--- src/rtl/regfile_pkg.sv ---
// Shared constants for the register-file write arbiter: default widths,
// requester slot assignments and the hardwired-zero register address.
package regfile_pkg;

   localparam int RF_XLEN       = 32;
   localparam int RF_ADDRESSLEN = 4;
   localparam int RF_NREQ       = 3;

   localparam int REQ_ALU  = 0;
   localparam int REQ_LOAD = 1;
   localparam int REQ_CSR  = 2;

   localparam logic [RF_ADDRESSLEN-1:0] REG_ZERO = '0;

endpackage

--- src/rtl/regfile_write_arbiter_rr_arbiter.sv ---
// Round-robin arbiter: the search starts at the pointer and wraps; the pointer
// moves to one past the winner whenever advance is asserted.
module rr_arbiter #(
   parameter int N  = 3,
   parameter int IW = (N > 1) ? $clog2(N) : 1
) (
   input  logic          clk,
   input  logic          reset,
   input  logic [N-1:0]  req,
   input  logic          advance,
   output logic [N-1:0]  gnt,
   output logic [IW-1:0] gnt_idx
);

   logic [IW-1:0] ptr;
   logic          found;
   int            idx;

   always_comb begin
      gnt     = '0;
      gnt_idx = '0;
      found   = 1'b0;
      idx     = 0;
      for (int k = 0; k < N; k++) begin
         idx = int'(ptr) + k;
         if (idx >= N) idx = idx - N;
         if (!found && req[idx]) begin
            gnt[idx] = 1'b1;
            gnt_idx  = IW'(idx);
            found    = 1'b1;
         end
      end
   end

   always_ff @(posedge clk) begin
      if (reset) begin
         ptr <= '0;
      end else if (advance) begin
         ptr <= (gnt_idx == IW'(N - 1)) ? '0 : gnt_idx + 1'b1;
      end
   end

endmodule

--- src/rtl/regfile_write_arbiter.sv ---
// Shares the register-file write port among NREQ writeback requesters through a
// registered output stage. Define RF_WARB_FWD_EN to add the forwarding taps.
module regfile_write_arbiter
   import regfile_pkg::*;
#(
   parameter int XLEN       = RF_XLEN,
   parameter int ADDRESSLEN = RF_ADDRESSLEN,
   parameter int NREQ       = RF_NREQ
) (
   input  logic                       clk,
   input  logic                       reset,
   input  logic [NREQ-1:0]            req_valid,
   input  logic [NREQ*ADDRESSLEN-1:0] req_rd,
   input  logic [NREQ*XLEN-1:0]       req_data,
   output logic [NREQ-1:0]            req_ready,
   output logic                       wEn,
   output logic [ADDRESSLEN-1:0]      rd,
   output logic [XLEN-1:0]            data,
   output logic                       busy
`ifdef RF_WARB_FWD_EN
   ,
   input  logic [ADDRESSLEN-1:0]      fwd_rs1,
   input  logic [ADDRESSLEN-1:0]      fwd_rs2,
   output logic                       fwd1_hit,
   output logic                       fwd2_hit,
   output logic [XLEN-1:0]            fwd_data
`endif
);

   localparam int IW = (NREQ > 1) ? $clog2(NREQ) : 1;

   logic [NREQ-1:0]       req_live;
   logic [NREQ-1:0]       gnt;
   logic [IW-1:0]         gnt_idx;
   logic                  any_gnt;
   logic [ADDRESSLEN-1:0] sel_rd;
   logic [XLEN-1:0]       sel_data;

   // Masking requests in reset keeps ready and busy low without touching the arbiter.
   assign req_live = reset ? '0 : req_valid;

   rr_arbiter #(.N(NREQ), .IW(IW)) u_arb (
      .clk     (clk),
      .reset   (reset),
      .req     (req_live),
      .advance (any_gnt),
      .gnt     (gnt),
      .gnt_idx (gnt_idx)
   );

   assign any_gnt   = |gnt;
   assign req_ready = gnt;
   assign busy      = |(req_live & ~gnt);

   always_comb begin
      sel_rd   = '0;
      sel_data = '0;
      for (int i = 0; i < NREQ; i++) begin
         if (int'(gnt_idx) == i) begin
            sel_rd   = req_rd[i*ADDRESSLEN +: ADDRESSLEN];
            sel_data = req_data[i*XLEN +: XLEN];
         end
      end
   end

   // A grant to register 0 still consumes its turn but never raises the write enable.
   always_ff @(posedge clk) begin
      if (reset) begin
         wEn  <= 1'b0;
         rd   <= '0;
         data <= '0;
      end else if (any_gnt) begin
         wEn  <= (sel_rd != ADDRESSLEN'(REG_ZERO));
         rd   <= sel_rd;
         data <= sel_data;
      end else begin
         wEn  <= 1'b0;
      end
   end

`ifdef RF_WARB_FWD_EN
   assign fwd1_hit = wEn && (rd == fwd_rs1) && (fwd_rs1 != ADDRESSLEN'(REG_ZERO));
   assign fwd2_hit = wEn && (rd == fwd_rs2) && (fwd_rs2 != ADDRESSLEN'(REG_ZERO));
   assign fwd_data = data;
`endif

endmodule

--- config.mk ---
export PLATFORM = sky130hd
export DESIGN_NAME = regfile_write_arbiter
export DESIGN_NICKNAME = d
export VERILOG_FILES = /design/src/rtl/regfile_pkg.sv /design/src/rtl/regfile_write_arbiter_rr_arbiter.sv /design/src/rtl/regfile_write_arbiter.sv
export SDC_FILE = /design/constraint.sdc
export NUM_CORES = 1
export LEC_CHECK = 0
export BUFFER_PORTS_ARGS = -buffer_cell sky130_fd_sc_hd__buf_2
export CORE_AREA = 2 2 73 110
export DETAILED_ROUTE_END_ITERATION = 12
export DIE_AREA = 0 0 75 112
export GPL_TIMING_DRIVEN = 0
export PLACE_DENSITY_LB_ADDON = 0.25
export REMOVE_ABC_BUFFERS = 1
export SLEW_MARGIN = 0
export SYNTH_ARGS = -nofsm -noshare
export SYNTH_HDL_FRONTEND = slang
export SYNTH_SLANG_ARGS = --single-unit
--- constraint.sdc ---
create_clock -name clk -period 2.4 [get_ports clk]
set_clock_uncertainty 0.2 [all_clocks]
set_input_delay 0.12 -clock clk [delete_from_list [all_inputs] [get_ports clk]]
set_output_delay 0.12 -clock clk [all_outputs]
set_load 0.01 [all_outputs]
# Yosys cells after proc, flatten, opt, wreduce, memory -nomap -nowiden
# Cells that the tools add are included.
# totals
reg_bits	39
in_bits	113
wordCells	73
# classes
add_sub_neg	6
n_lt_le_gt_ge	9
n_eq_ne	3
n_mux	34
bitwise_logic	5
n_reduce_logical	12
# op_table
cell	n
$mux W32	6
$ge A32 B1 Y1 const B	3
$lt A32 B4 Y1 const B	3
$ge A32 B3 Y1 const B	2
$sub A32 B3 Y32 const B	2
$mux W3	4
$mux W4	3
$mux W1	11
$mux W2	4
$bmux W1 S2	3
$demux W1 S2	3
$eq A2 B2 Y1 const B	3
$or A3 B3 Y3	2
$reduce_or A3 Y1	2
$logic_and A1 B1 Y1	5
$reduce_bool A4 Y1	1
$add A2 B1 Y3 const B	1
$add A2 B2 Y3 const B	1
$and A3 B3 Y3	1
$not A3 Y3	1
$sub A2 B2 Y3 const B	1
$add A2 B1 Y2 const B	1
$ge A2 B2 Y1 const B	1
$logic_not A1 Y1	2
3 further kinds	3

# Depth between registers and ports, before layout
# depth
ltp_word	17
depth_mapped	13

# Cells and area by module
# Synthesis repeated with hierarchy kept, for this count alone.
# unflattened
hier_cells	260
hier_area_um2	2607.5
# by_module_without_submodules
module	n_inst	cells_per_inst	area_each_um2
regfile_write_arbiter	1	216	2249.7
rr_arbiter	1	44	357.8

# Worst setup path before layout
# Ideal clock, no wire load.
# synth_timing
path_type	reg2reg
from	register u_arb.ptr[0]
to	register u_arb.ptr[1]
setup_time_ps	115
t_arrival_ps	2355
path_slack_ps	-270
path_stages_with_launch	12
path_buffers	3
synth_period_minus_slack_ps	2670
cell_sequence	dfxtp_1 -> inv_1 -> ha_1 -> or2_1 -> o21bai_2 -> o21ai_0 -> o21ai_2 -> nor3_2 -> buf_4 -> buf_6 -> buf_6 -> o21a_1
# synth_between
word_cells_on_any_way	53
cone_classes	6 x add/sub; 9 x order compare; 1 x eq/ne; 27 x mux; 2 x bitwise; 8 x reduce/logical
# synth_lines
item	line_no	text
from (decl)	regfile_write_arbiter_rr_arbiter.sv:15	logic [IW-1:0] ptr;
from (signal assigned)	regfile_write_arbiter_rr_arbiter.sv:39	ptr <= (gnt_idx == IW'(N - 1)) ? '0 : gnt_idx + 1'b1;
branches (longest 11 deep; another with $sub A32 B3 Y32)	n/a	
$mux W3 *	regfile_write_arbiter_rr_arbiter.sv:27	if (!found && req[idx]) begin
net req_ready[2]	regfile_write_arbiter.sv:15	output logic [NREQ-1:0] req_ready,
$reduce_or A3 Y1 *	regfile_write_arbiter.sv:51	assign any_gnt = |gnt;
# Mark *: on every way through the listed nets, which the timed path passes. The select of a mux whose other input is x is not followed.
# A chain may end at the register's enable or synchronous reset.

# Worst setup path after layout
# layout_timing
from	register u_arb.ptr[1]
to	register data[19]
# layout_between
elab_chain_cells	16
word_cells_on_any_way	56
cone_classes	5 x add/sub; 9 x order compare; 2 x eq/ne; 29 x mux; 2 x bitwise; 9 x reduce/logical
# layout_lines
item	line_no	text
branches (longest 16 deep; another with $sub A32 B3 Y32)	n/a	
to (signal assigned)	regfile_write_arbiter.sv:75	data <= sel_data;
to (decl)	regfile_write_arbiter.sv:18	output logic [XLEN-1:0] data,
# Several ways; the timed one is not identified. The select of a mux whose other input is x is not followed.

==> impl_metrics.env <==
export IMPL_clock_root_buffer="clkbuf_16"
export IMPL_netlist_top_cells_area="dfxtp_1, nand3b_1, a21oi_1"
export IMPL_routabilityCongestion=0.8626
export IMPL_wirelength_um=10890
export IMPL_drtPass1Iterations=4
export IMPL_wire_per_inst_um=17.62
export IMPL_grt_total_usage_pct=25.66
export IMPL_grt_overflow=0
export IMPL_drive_gt1_share_pct=54.65
export IMPL_required_ns=2.37
export IMPL_hold_ws_ns=-0.006179
export IMPL_r2r_setup_slack_ns=-0.36
export IMPL_power_share_sequential_pct=16.0
export IMPL_min_path_cells=4
export IMPL_synth_simple_gate_area_share_pct=18.83
export IMPL_synth_compound_gate_area_share_pct=31.53
export IMPL_swShare_pct=42.37
export IMPL_grt_pass1_wl_um=16240
export IMPL_final_common_cell="buf_2"
export IMPL_ioPinCount=154
export IMPL_synth_top_area_share_pct=31.33
export IMPL_hold_viol_final=1
export IMPL_synth_xor_area_share_pct=0
export IMPL_final_cell_area_mm2=0.004757
export IMPL_worstReg2RegEnd="data[19]"
export IMPL_drtIter0Drc=131
export IMPL_nets=632
export IMPL_synth_top_family_by_area="compound AO/OA/AOI/OAI gates"
export IMPL_power_mw=6.955
export IMPL_preCtsSetupSlack_ns=-1.228
export IMPL_worstPathCellList="buf_4, ha_4, or2_4, nor2_4, o211ai_1, o211ai_1, buf_4, nor3_4, buf_6, buf_16, buf_8, a311oi_2, a21oi_1"
export IMPL_fmax_mhz=362.0
export IMPL_yosysWarnings=0
export IMPL_power_density_mw_per_mm2=1462
export IMPL_peakVddDrop_uv=888.6
export IMPL_final_core_util_pct=63.72
export IMPL_crit_path_max_incr_delay_ns=0.36
export IMPL_worstMarginPinSlew_ns=0.8518
export IMPL_antennaDiodeCount=0
export IMPL_dp_hpwl_um=5366
export IMPL_r2r_start="u_arb.ptr[1]"
export IMPL_synth_mux_area_share_pct=7.430
export IMPL_fin_crit_sh_pct=115.1
export IMPL_grt_pass1_vias=3349
export IMPL_syn_avg_cell_area_um2=8.776
export IMPL_synthCells=284
export IMPL_p_int_mw=4.008
export IMPL_clock_sinks=39
export IMPL_drc_errors=0
export IMPL_worstHoldStart="req_data[36]"
export IMPL_die_x_um=75
export IMPL_critical_path_arrival_ns=2.73
export IMPL_synth_largest_area_cell="dfxtp_1"
export IMPL_fp_row_count=39
export IMPL_path_max_fanout=7
export IMPL_p_leak_nw=2.126
export IMPL_outcome="complete, but fails checks"
export IMPL_die_area_mm2=0.008400
export IMPL_worstHoldEndpoint="data[4]"
export IMPL_core_mm2=0.007466
export IMPL_seq_area_frac_synth_pct=31.33
export IMPL_setup_tns_ns=-9.663
export IMPL_cts_reportedPaths_clkPinSlew_ns=0.06
export IMPL_placed_cells=517
export IMPL_synth_seq_cells=39
export IMPL_start_util_pct=33.38
export IMPL_grt_max_degree=48
export IMPL_synth_area_mm2=0.002492
export IMPL_synth_edf_count=0
export IMPL_period_minus_slack_ns=2.762
export IMPL_async_flop_share_pct=0
export IMPL_final_cells=618
export IMPL_p_comb_share_pct=74.7
export IMPL_drtAntennaViolNets=0
export IMPL_syn2layout_area_growth_pct=90.86
export IMPL_h_tree_depth=2
export IMPL_clk_path_buf_depth=2
export IMPL_drv_slew=0
export IMPL_synth_fa_ha_area_share_pct=2.008
export IMPL_vias=3232
export IMPL_violations="negative hold slack, negative setup slack"
export IMPL_rr_worst_depth=13
export IMPL_final_cell_mix="buf_2, dlygate4sd3_1, dfxtp_1"
export IMPL_slowest_stage="dfxtp_4"
export IMPL_numCtsBuffers=5
export IMPL_final_setup_viol_count=43
export IMPL_worstSetupEndpointType="flop"
export IMPL_cts_tree="yes"
export IMPL_power_switching_mw=2.947
export IMPL_clock_latency_ns=0.28
export IMPL_grt_antenna_before_repair=0
export IMPL_die_h_um=112
export IMPL_synth_cell_types=45
export IMPL_pwr_share_clk_pct=9.3
export IMPL_crit_path_start_kind="flop"
export IMPL_rsz0062_at_grt="true"
export IMPL_place_area_mm2=0.003322
export IMPL_setup_slack_ns=-0.3622
export IMPL_cp_top_family="buffers and inverters"
export IMPL_drv_cap=0
export IMPL_viasPerCell=5.230
export IMPL_critPathBufInv=5
export IMPL_synth_flop_cell="dfxtp_1"
export IMPL_numPortBuffers=153
export IMPL_hold_path_class="primary input to flop"
export IMPL_critical_path_class="flop to flop"
export IMPL_relSlewSlack_pct=43.21
[worst register-to-register path: stages (launching register included)]
cell      delay (ns)
dfxtp_4         0.36
buf_4           0.14
ha_4            0.23
or2_4           0.26
nor2_4          0.10
o211ai_1        0.11
o211ai_1        0.33
buf_4           0.20
nor3_4          0.04
buf_6           0.15
buf_16          0.15
buf_8           0.13
a311oi_2        0.18
a21oi_1         0.06
[kinds of logic (layout without fill, tap and decap cells)]
logic type | Yosys count | in the layout
AND/OR/NAND/NOR | 76 | 82
multiplexers | 18 | 18
buffers and inverters | 37 | 262
adder cells (fa/ha/maj) | 4 | 4
AO/OA/AOI/OAI | 110 | 111
flip-flops | 39 | 39
[flip-flops by register name, indices dropped and copies added, names as in the netlist]
signal     count
data          32
rd             4
u_arb.ptr      2
wEn            1
[worst max path at each step]
stage | from | endpoint | slack [ns] | depth (start not counted)
final | u_arb.ptr[1] | data[19] | -0.36 | 13
after detailed placement | u_arb.ptr[1] | wEn | -1.23 | 10
after CTS | u_arb.ptr[1] | data[27] | -0.26 | 13
after global routing | u_arb.ptr[1] | data[19] | -0.43 | 14
after floorplan | u_arb.ptr[0] | wEn | -2.21 | 8
after global placement | u_arb.ptr[0] | wEn | -3.36 | 8
[layout make-up]
class | instances | area (µm²)
Clock buffer | 5 | 125.1
Clock inverter | 3 | 15.01
Fill cell | 618 | 2709
Inverter | 11 | 46.29
Multi-Input combinational cell | 215 | 1883
Sequential cell | 39 | 788.3
Tap cell | 102 | 127.6
Timing Repair Buffer | 243 | 1772
[cell usage after synthesis, drive strengths merged, types with 3 or more instances]
cell / count
a221oi: 8
nand3b: 32
a21oi: 36
mux2i: 17
or2: 3
nand2: 10
ha: 4
nor2: 16
buf: 19
o21ai: 33
a22o: 16
o211ai: 5
dfxtp: 39
inv: 11
a21o: 3
clkbuf: 7
[routing by layer]
layer	up-vias	GRT usage, %	share of wire, %
met4	0	13.45	3.8
li1	1525	-	-
met2	141	47.54	56
met1	1534	25.60	36
met3	32	4.706	4.0
met5	-	0	0
[timing repair]
action	in CTS	in global routing
buffers inserted	40	5
cloned	9	2
resized for setup	72	37
setup endpoints to repair	43	43
hold endpoints to repair	35	0
pin swaps	32	28
hold buffers	38	0
[power groups by stage]
stage | Clock, mW | Sequential [mW] | Combinational (mW)
2_1_floorplan | 0 | 1.21 | 1.55
3_3_place_gp | 0 | 1.07 | 2.28
3_5_place_dp | 0 | 1.10 | 3.10
4_1_cts | 0.664 | 1.11 | 4.81
5_1_grt | 0.685 | 1.15 | 5.54
6_report | 0.645 | 1.12 | 5.20
Power figures use the tool's default switching activity.
